File: src/rtl/id_stage_pipelined.sv
// Instruction-decode stage with an integrated ID/EX pipeline register.
// Holds the architectural register file (write-through on read), detects
// load-use and branch-operand hazards, resolves beq/bne/j in decode and
// presents registered, bubble-safe control to EX.
module id_stage_pipelined #(
  parameter int unsigned PC_W   = 10,
  parameter int unsigned DATA_W = 32,
  parameter int unsigned NREGS  = 32
) (
  input  logic              clk,
  input  logic              reset,
  input  logic              in_valid,
  output logic              in_ready,
  input  logic [PC_W-1:0]   in_pc_plus4,
  input  logic [31:0]       in_instr,
  input  logic              wb_en,
  input  logic [4:0]        wb_addr,
  input  logic [DATA_W-1:0] wb_data,
  input  logic              flush,
  input  logic              out_ready,
  output logic              out_valid,
  output logic [PC_W-1:0]   out_pc_plus4,
  output logic [DATA_W-1:0] out_reg1,
  output logic [DATA_W-1:0] out_reg2,
  output logic [DATA_W-1:0] out_imm,
  output logic [4:0]        out_rs,
  output logic [4:0]        out_rt,
  output logic [4:0]        out_dest,
  output logic              out_mem_to_reg,
  output logic              out_mem_read,
  output logic              out_mem_write,
  output logic              out_alu_src,
  output logic              out_reg_write,
  output logic [1:0]        out_alu_op,
  output logic              redirect,
  output logic [PC_W-1:0]   redirect_target
);

  localparam int unsigned IdxW = (NREGS > 1) ? $clog2(NREGS) : 1;

  localparam logic [5:0] OpRtype = 6'h00;
  localparam logic [5:0] OpLw    = 6'h23;
  localparam logic [5:0] OpSw    = 6'h2b;
  localparam logic [5:0] OpAddi  = 6'h08;
  localparam logic [5:0] OpBeq   = 6'h04;
  localparam logic [5:0] OpBne   = 6'h05;
  localparam logic [5:0] OpJ     = 6'h02;

  typedef struct packed {
    logic       mem_to_reg;
    logic       mem_read;
    logic       mem_write;
    logic       alu_src;
    logic       reg_write;
    logic [1:0] alu_op;
  } ctrl_t;

  typedef struct packed {
    logic [PC_W-1:0]   pc_plus4;
    logic [DATA_W-1:0] reg1;
    logic [DATA_W-1:0] reg2;
    logic [DATA_W-1:0] imm;
    logic [4:0]        rs;
    logic [4:0]        rt;
    logic [4:0]        dest;
    ctrl_t             ctrl;
  } idex_t;

  // Indices at or above NREGS have no backing storage.
  function automatic logic idx_ok(input logic [4:0] idx);
    return (32'(idx) < NREGS);
  endfunction

  logic [DATA_W-1:0] rf_q [NREGS];

  logic [5:0]        opcode;
  logic [4:0]        rs, rt, rd;
  logic [DATA_W-1:0] imm;
  logic [DATA_W-1:0] rs_data, rt_data;
  logic              wb_hit;
  logic              is_branch;
  logic              hazard, stall, accept;
  logic [PC_W-1:0]   br_target, j_target;
  idex_t             dec;
  idex_t             idex_q, idex_d;
  logic              valid_q, valid_d;

  assign opcode    = in_instr[31:26];
  assign rs        = in_instr[25:21];
  assign rt        = in_instr[20:16];
  assign rd        = in_instr[15:11];
  assign imm       = {{(DATA_W-16){in_instr[15]}}, in_instr[15:0]};
  assign is_branch = (opcode == OpBeq) || (opcode == OpBne);
  assign wb_hit    = wb_en && (wb_addr != 5'd0) && idx_ok(wb_addr);

  // Register file: cleared on reset, r0 and out-of-range indices never written.
  always_ff @(posedge clk) begin
    if (!reset) begin
      for (int i = 0; i < NREGS; i++) begin
        rf_q[i] <= '0;
      end
    end else if (wb_hit) begin
      rf_q[wb_addr[IdxW-1:0]] <= wb_data;
    end
  end

  // Operand read with same-cycle writeback bypass.
  always_comb begin
    rs_data = '0;
    rt_data = '0;
    if (rs != 5'd0 && idx_ok(rs)) begin
      rs_data = (wb_hit && wb_addr == rs) ? wb_data : rf_q[rs[IdxW-1:0]];
    end
    if (rt != 5'd0 && idx_ok(rt)) begin
      rt_data = (wb_hit && wb_addr == rt) ? wb_data : rf_q[rt[IdxW-1:0]];
    end
  end

  // Instruction decode into the ID/EX payload format.
  always_comb begin
    dec          = '0;
    dec.pc_plus4 = in_pc_plus4;
    dec.reg1     = rs_data;
    dec.reg2     = rt_data;
    dec.imm      = imm;
    dec.rs       = rs;
    dec.rt       = rt;
    dec.dest     = rt;
    case (opcode)
      OpRtype: begin
        dec.dest           = rd;
        dec.ctrl.reg_write = 1'b1;
        dec.ctrl.alu_op    = 2'b10;
      end
      OpLw: begin
        dec.ctrl.mem_read   = 1'b1;
        dec.ctrl.mem_to_reg = 1'b1;
        dec.ctrl.alu_src    = 1'b1;
        dec.ctrl.reg_write  = 1'b1;
      end
      OpSw: begin
        dec.ctrl.mem_write = 1'b1;
        dec.ctrl.alu_src   = 1'b1;
      end
      OpAddi: begin
        dec.ctrl.alu_src   = 1'b1;
        dec.ctrl.reg_write = 1'b1;
      end
      OpBeq, OpBne: begin
        dec.ctrl.alu_op = 2'b01;
      end
      default: begin
      end
    endcase
  end

  // Hazard: the result in ID/EX is not yet usable by this instruction.
  always_comb begin
    hazard = 1'b0;
    if (in_valid && valid_q && idex_q.dest != 5'd0 &&
        (idex_q.dest == rs || idex_q.dest == rt)) begin
      hazard = idex_q.ctrl.mem_read || (is_branch && idex_q.ctrl.reg_write);
    end
  end

  assign stall    = valid_q && !out_ready;
  assign in_ready = (!stall && !hazard) || flush;
  assign accept   = in_valid && in_ready && !flush;

  // Targets wrap modulo 2^PC_W.
  assign br_target = in_pc_plus4 + PC_W'($signed({imm, 2'b00}));
  assign j_target  = PC_W'({in_instr[25:0], 2'b00});

  // Redirect only for an instruction actually consumed this cycle.
  always_comb begin
    redirect        = 1'b0;
    redirect_target = '0;
    if (accept) begin
      if ((opcode == OpBeq && rs_data == rt_data) ||
          (opcode == OpBne && rs_data != rt_data)) begin
        redirect        = 1'b1;
        redirect_target = br_target;
      end else if (opcode == OpJ) begin
        redirect        = 1'b1;
        redirect_target = j_target;
      end
    end
  end

  // ID/EX next state: flush > stall > hazard bubble > accept > drain.
  always_comb begin
    idex_d  = idex_q;
    valid_d = valid_q;
    if (flush) begin
      valid_d     = 1'b0;
      idex_d.ctrl = '0;
    end else if (stall) begin
      // hold everything
    end else if (hazard) begin
      valid_d     = 1'b0;
      idex_d.ctrl = '0;
    end else if (accept) begin
      idex_d  = dec;
      valid_d = 1'b1;
    end else begin
      valid_d = 1'b0;
    end
  end

  // ID/EX register.
  always_ff @(posedge clk) begin
    if (!reset) begin
      idex_q  <= '0;
      valid_q <= 1'b0;
    end else begin
      idex_q  <= idex_d;
      valid_q <= valid_d;
    end
  end

  assign out_valid      = valid_q;
  assign out_pc_plus4   = idex_q.pc_plus4;
  assign out_reg1       = idex_q.reg1;
  assign out_reg2       = idex_q.reg2;
  assign out_imm        = idex_q.imm;
  assign out_rs         = idex_q.rs;
  assign out_rt         = idex_q.rt;
  assign out_dest       = idex_q.dest;
  assign out_mem_to_reg = idex_q.ctrl.mem_to_reg;
  assign out_mem_read   = idex_q.ctrl.mem_read;
  assign out_mem_write  = idex_q.ctrl.mem_write;
  assign out_alu_src    = idex_q.ctrl.alu_src;
  assign out_reg_write  = idex_q.ctrl.reg_write;
  assign out_alu_op     = idex_q.ctrl.alu_op;

endmodule

File: config.mk
export PLATFORM = sky130hd
export DESIGN_NAME = id_stage_pipelined
export DESIGN_NICKNAME = d
export VERILOG_FILES = /design/src/rtl/id_stage_pipelined.sv
export SDC_FILE = /design/constraint.sdc
export NUM_CORES = 2
export LEC_CHECK = 0
export CORE_ASPECT_RATIO = 0.5
export CORE_MARGIN = 4
export CORE_UTILIZATION = 67
export DETAILED_ROUTE_END_ITERATION = 8
export HOLD_SLACK_MARGIN = 0.03
export PLACE_DENSITY_LB_ADDON = 0.05
export SYNTH_ARGS = -nofsm -noshare
export SYNTH_HDL_FRONTEND = slang
export SYNTH_SLANG_ARGS = --single-unit
File: constraint.sdc
create_clock -name clk -period 10.6 [get_ports clk]
set_clock_uncertainty 0.2 [all_clocks]
set_input_delay 2.12 -clock clk [delete_from_list [all_inputs] [get_ports clk]]
set_output_delay 2.12 -clock clk [all_outputs]
set_load 0.1 [all_outputs]
### Word level (Yosys, flattened, before mapping)

Memory sizes are Yosys's and may differ from the RTL's.
Index checks and enable logic that the tools add are counted.

* add/sub/neg operators: 1
* multipliers: 0
* divide/modulo/power cells: 0
* order comparisons: 0
* equal/unequal tests: 12
* shifts and indexed selects: 0
* mux-type cells: 28
* bitwise gates (word level): 4
* reduce and logical (&&, ||, !) cells: 35

Operators by type and width (number)
* 2-to-1 mux 32 bit: 5
* equality test 32 bit: 1
* != test 32 bit: 1
* OR reduction 32 bit: 1
* 2-to-1 mux 10 bit: 3
* equality test 5 bit: 4
* nonzero test 5 bit: 4
* 2-to-1 mux 1 bit: 14
* 2-to-1 mux 7 bit: 2
* logical AND 1 bit: 13
* equality test 6 x 3 -> 1 bit, second input constant: 2
* equality test 6 bit, second input constant: 2
* adder 10 bit: 1
* 2-to-1 mux 5 bit: 2
* equality test 6 x 2 -> 1 bit, second input constant: 1
* equality test 6 x 4 -> 1 bit, second input constant: 1
* logical NOT 6 bit: 1
* OR reduction 3 bit: 2
* logical OR 1 bit: 5
* logical NOT 1 bit: 4
* NOT 1 bit: 4
* case mux 2 bit (2 select lines): 1
* AND reduction 4 bit: 1
* OR reduction 2 bit: 2
* other kinds (3): 3

* bits in registers: 113
* latch bits: 0
* bits in writable memories: 1024
* memory bits (read-only): 0
* input bits: 85
* word-level logic and storage cells: 95
* memories: 1

Memory list
* rf_q: depth 32, bits a word 32, rd ports 2, clocked after Yosys merged registers in 0, wr ports 32, RTL line 74 `logic [DATA_W-1:0] rf_q [NREGS];`

### Longest topological paths before layout

* word-level depth: 12
* depth in mapped cells: 17

### Worst setup path before layout

Ideal clock, no wire load.

* path kind: input to output
* from: input port in_instr[21]
* to: output port redirect_target[9]
* arrival: 6771 ps
* required time: 8280 ps
* setup slack: 1509 ps
* cell stages on the path: 15
* path buffers: 5
* cells stage by stage: buf_6 -> buf_6 -> buf_6 -> buf_2 -> buf_2 -> mux4_2 -> a22oi_1 -> a21oi_1 -> a221oi_1 -> xnor2_1 -> nand2_1 -> nor4_2 -> nand3_1 -> mux2_1 -> a31oi_1

* cells in the longest elaborated chain, start to end: 10
* elaborated cells between the ends (all ways): 22
* those cells by class: eq/ne: 4; mux: 5; reduce/logical: 12; memory: 1

Ends and longest elaborated chain
* start: declaration: RTL line 15 `input logic [31:0] in_instr,`
* branches (longest 9 deep; another with memory (32 x 32 bit))
* 2-to-1 mux 10 bit *: RTL line 178 `if (accept) begin`
* end: declaration: RTL line 36 `output logic [PC_W-1:0] redirect_target`

Mark *: on every way between the ends.

### Worst setup path in the final report

* from: input port wb_addr[4]
* to: output port redirect_target[9]

* cells in the longest elaborated chain, start to end: 10
* elaborated cells between the ends (all ways): 17
* those cells by class: eq/ne: 4; mux: 6; reduce/logical: 7

Ends and longest elaborated chain
* start: declaration: RTL line 17 `input logic [4:0] wb_addr,`
* nonzero test 5 bit: RTL line 94 `assign wb_hit = wb_en && (wb_addr != 5'd0) && idx_ok(wb_addr);`
* logical AND 1 bit: RTL line 94
* logical AND 1 bit (on tied branches): RTL line 112, 115
* 2-to-1 mux 32 bit (on tied branches): RTL line 112, 115
* 2-to-1 mux 32 bit (on tied branches): RTL line 111, 114
* equality test 32 bit or != test 32 bit (tied branches): RTL line 179, 180
* logical AND 1 bit (on tied branches): RTL line 179, 180
* logical OR 1 bit *: RTL line 179 `if ((opcode == OpBeq && rs_data == rt_data) ||`
* 2-to-1 mux 10 bit *: RTL line 179
* 2-to-1 mux 10 bit *: RTL line 178

Every way passes the cells marked *; elsewhere a longest branch is shown, timed or not.

==> flow_metrics.env <==
export IMPL_grt_pass1_wl_um=312000
export IMPL_die_w_um=432
export IMPL_ys_seq_area_frac=0.547
export IMPL_crit_buf_inv=2
export IMPL_routed_wl_um=226000
export IMPL_p_sw_frac=0.284
export IMPL_synth_warnings=0
export IMPL_hold_path_class="register to register"
export IMPL_path_class="input port to output port"
export IMPL_drt_initial_drc_count=9036
export IMPL_cts_sinks=1136
export IMPL_syn_inst=4326
export IMPL_core_um2=88800
export IMPL_combPwrFrac=0.165
export IMPL_clk_pin_slew_worst_paths_ns=0.06
export IMPL_routedWlPerCell_um=39.5
export IMPL_antenna_left=0
export IMPL_multiInputGateArea_um2=25800
export IMPL_cellInternalPower_mw=7.82
export IMPL_hold_viol=0
export IMPL_fin_cells=5712
export IMPL_numCtsBuffers=98
export IMPL_dp_final_hpwl_um=140000
export IMPL_relSlewSlack=0.0420
export IMPL_violations="design-rule violations, negative setup slack"
export IMPL_ys_flop_type="edfxtp_1"
export IMPL_clkPwrFrac=0.353
export IMPL_period_needed_ns=10.64
export IMPL_n_fill_cell=5320
export IMPL_vdd_ir_drop_worst_uv=132
export IMPL_crit_slowest_cell="o221ai_1"
export IMPL_gp_congestion=1.02
export IMPL_syn_area_um2=60300
export IMPL_synth_edf_count=1024
export IMPL_dp_cells=5517
export IMPL_startpoint_type="input port"
export IMPL_grt_total_usage=0.477
export IMPL_ys_async_sr_fraction=0
export IMPL_ys_types=72
export IMPL_p_per_area_nw_per_um2=161
export IMPL_row_count=77
export IMPL_regArea_um2=33000
export IMPL_cap_viol_max_count=0
export IMPL_die_h_um=220
export IMPL_status="finished, violations left"
export IMPL_cp_common_cell="nand3_1"
export IMPL_io_pins=226
export IMPL_ys_ff_latch=1136
export IMPL_worstSetupEndpointType="output port"
export IMPL_regMostFlops="rf_q"
export IMPL_vias=43600
export IMPL_cts_tree="built"
export IMPL_arrival_ns=8.32
export IMPL_fin_tns_setup_ns=-0.0410
export IMPL_clock_latency_ns=0.76
export IMPL_setup_ws_ns=-0.0410
export IMPL_cp_max_fo=26
export IMPL_slowest_delay_ns=0.96
export IMPL_layout_common_cells="1024 x edfxtp_1, 1002 x and2_1, 479 x mux4_2"
export IMPL_mostFrequentLayoutCell="edfxtp_1"
export IMPL_nets=4525
export IMPL_cp_cell_sequence="clkdlybuf4s50_1, or3_1, o2111ai_2, or2_2, o211ai_1, o221ai_1, xnor2_1, nand3_1, nor4_2, nand3_1, mux2_1, a31oi_1, buf_12"
export IMPL_total_power_mw=10.9
export IMPL_p_leak_nw=23.5
export IMPL_antenna_found_initial=28
export IMPL_cp_required_ns=8.28
export IMPL_cts_buffer_depth=3
export IMPL_grt_overflow=0
export IMPL_p_seq_frac=0.482
export IMPL_r2r_start="out_dest[0]"
export IMPL_startpoint="wb_addr[4]"
export IMPL_start_util=0.679
export IMPL_drc=50
export IMPL_post_route_period_util=1.00
export IMPL_dieArea_um2=95200
export IMPL_clock_root_buffer="clkbuf_16"
export IMPL_hp_start="out_reg1[9]"
export IMPL_cts_hold_buf=0
export IMPL_finalSetupViolCount=1
export IMPL_switching_power_mw=3.10
export IMPL_dr_pass1_iters=9
export IMPL_fin_hold_ws_ns=0.254
export IMPL_post_cts_resized=0
export IMPL_postCtsSetupBuffers=0
export IMPL_io_buffers=225
export IMPL_syn_area_per_cell_um2=13.9
export IMPL_area_delta_synth_final_pct=12.1
export IMPL_largest_reg_flops=1024
export IMPL_dpl_cell_area_um2=64300
export IMPL_grt_max_degree=103
export IMPL_tightest_slew_ns=1.43
export IMPL_grt_pass1_vias=41400
export IMPL_rsz0062_at_grt="false"
export IMPL_viasPerCell=7.64
export IMPL_crit_family="simple AND/OR/NAND/NOR gates"
export IMPL_stdcell_area_um2=67600
export IMPL_cts_max_level=3
export IMPL_timing_fmax_ghz=0.0940
export IMPL_slew_violations=0
export IMPL_drive_gt1_frac=0.209
-- cells in the mapped netlist (20+ instances only) --
library cell | instances | area share
nor3_1 | 24 | 0.0020
mux2i_1 | 199 | 0.033
xor2_1 | 21 | 0.0030
buf_2 | 90 | 0.0075
o22ai_1 | 20 | 0.0021
buf_1 | 20 | 0.0012
a211oi_1 | 26 | 0.0032
a221oi_1 | 32 | 0.0046
nand3_1 | 40 | 0.0033
dfxtp_1 | 112 | 0.037
nor2b_1 | 21 | 0.0022
buf_4 | 48 | 0.0060
nor2_1 | 180 | 0.011
and2_1 | 1002 | 0.10
a22oi_1 | 91 | 0.011
o21ai_0 | 54 | 0.0045
edfxtp_1 | 1024 | 0.51
xnor2_1 | 35 | 0.0051
mux4_2 | 479 | 0.18
clkbuf_1 | 277 | 0.017
a21oi_1 | 117 | 0.0097
nand2_1 | 181 | 0.011
-- layout make-up --
type,count,area share
diodes,11,0.000407
repair buffers,424,0.0592
clock inverters,58,0.00982
clock buffers,126,0.0394
multi-input cells,2762,0.381
inverters,10,0.000629
flip-flops and latches,1136,0.488
well taps,1185,0.0219
-- per-stage QoR --
step,setup slack [ns],util
global route,0.149,0.761
floorplan,1.51,-
global placement,0.489,0.724
finish,-0.0410,0.762
detailed placement,0.495,0.724
CTS,0.480,0.761
-- logic make-up (layout without fill, tap and decap cells) --
group / count (synthesis) / count (layout) / synth area share
adders and majority gates: 8 / 8 / 0.00178
xor gates and xnor gates: 56 / 56 / 0.00813
other: 1 / 43 / 0.0000622
muxes: 692 / 692 / 0.214
and+or+nand+nor: 1530 / 1530 / 0.144
buffers and inverters: 459 / 618 / 0.0352
DFF: 1136 / 1136 / 0.547
AOI/OAI and AO/OA: 444 / 444 / 0.0499
-- power groups by stage --
stage	clock network (mW)	logic (mW)	registers, mW
6_report	3.85	1.80	5.27
3_3_place_gp	0	1.68	5.32
4_1_cts	3.82	1.70	5.25
2_1_floorplan	0	0.894	5.48
3_5_place_dp	0	1.70	5.35
5_1_grt	4.04	1.80	5.28
-- metal layers --
metal / vias to the layer above / share of wire / GRT usage
met4: 28 / 0.045 / 0.174
met1: 21700 / 0.34 / 0.639
met2: 4620 / 0.40 / 0.630
li1: 16500 / - / -
met3: 789 / 0.22 / 0.296
met5: - / 0.0029 / 0.0387
-- tightest hold or removal path, delay by kind of cell (launching register included) --
kind | cells | cell delay (ns)
AND/OR/NAND/NOR | 1 | 0.05
flip-flops | 1 | 0.31
AO/OA/AOI/OAI | 1 | 0.05
-- final timing paths --
check,end,slack (ns),cells after the start
setup / recovery,redirect_target[9],-0.04,13
hold / removal,out_reg1[9],0.25,2
setup reg to reg,out_reg2[29],6.05,9
hold reg to reg,out_reg1[9],0.25,2
Power figures use the tool's default switching activity.
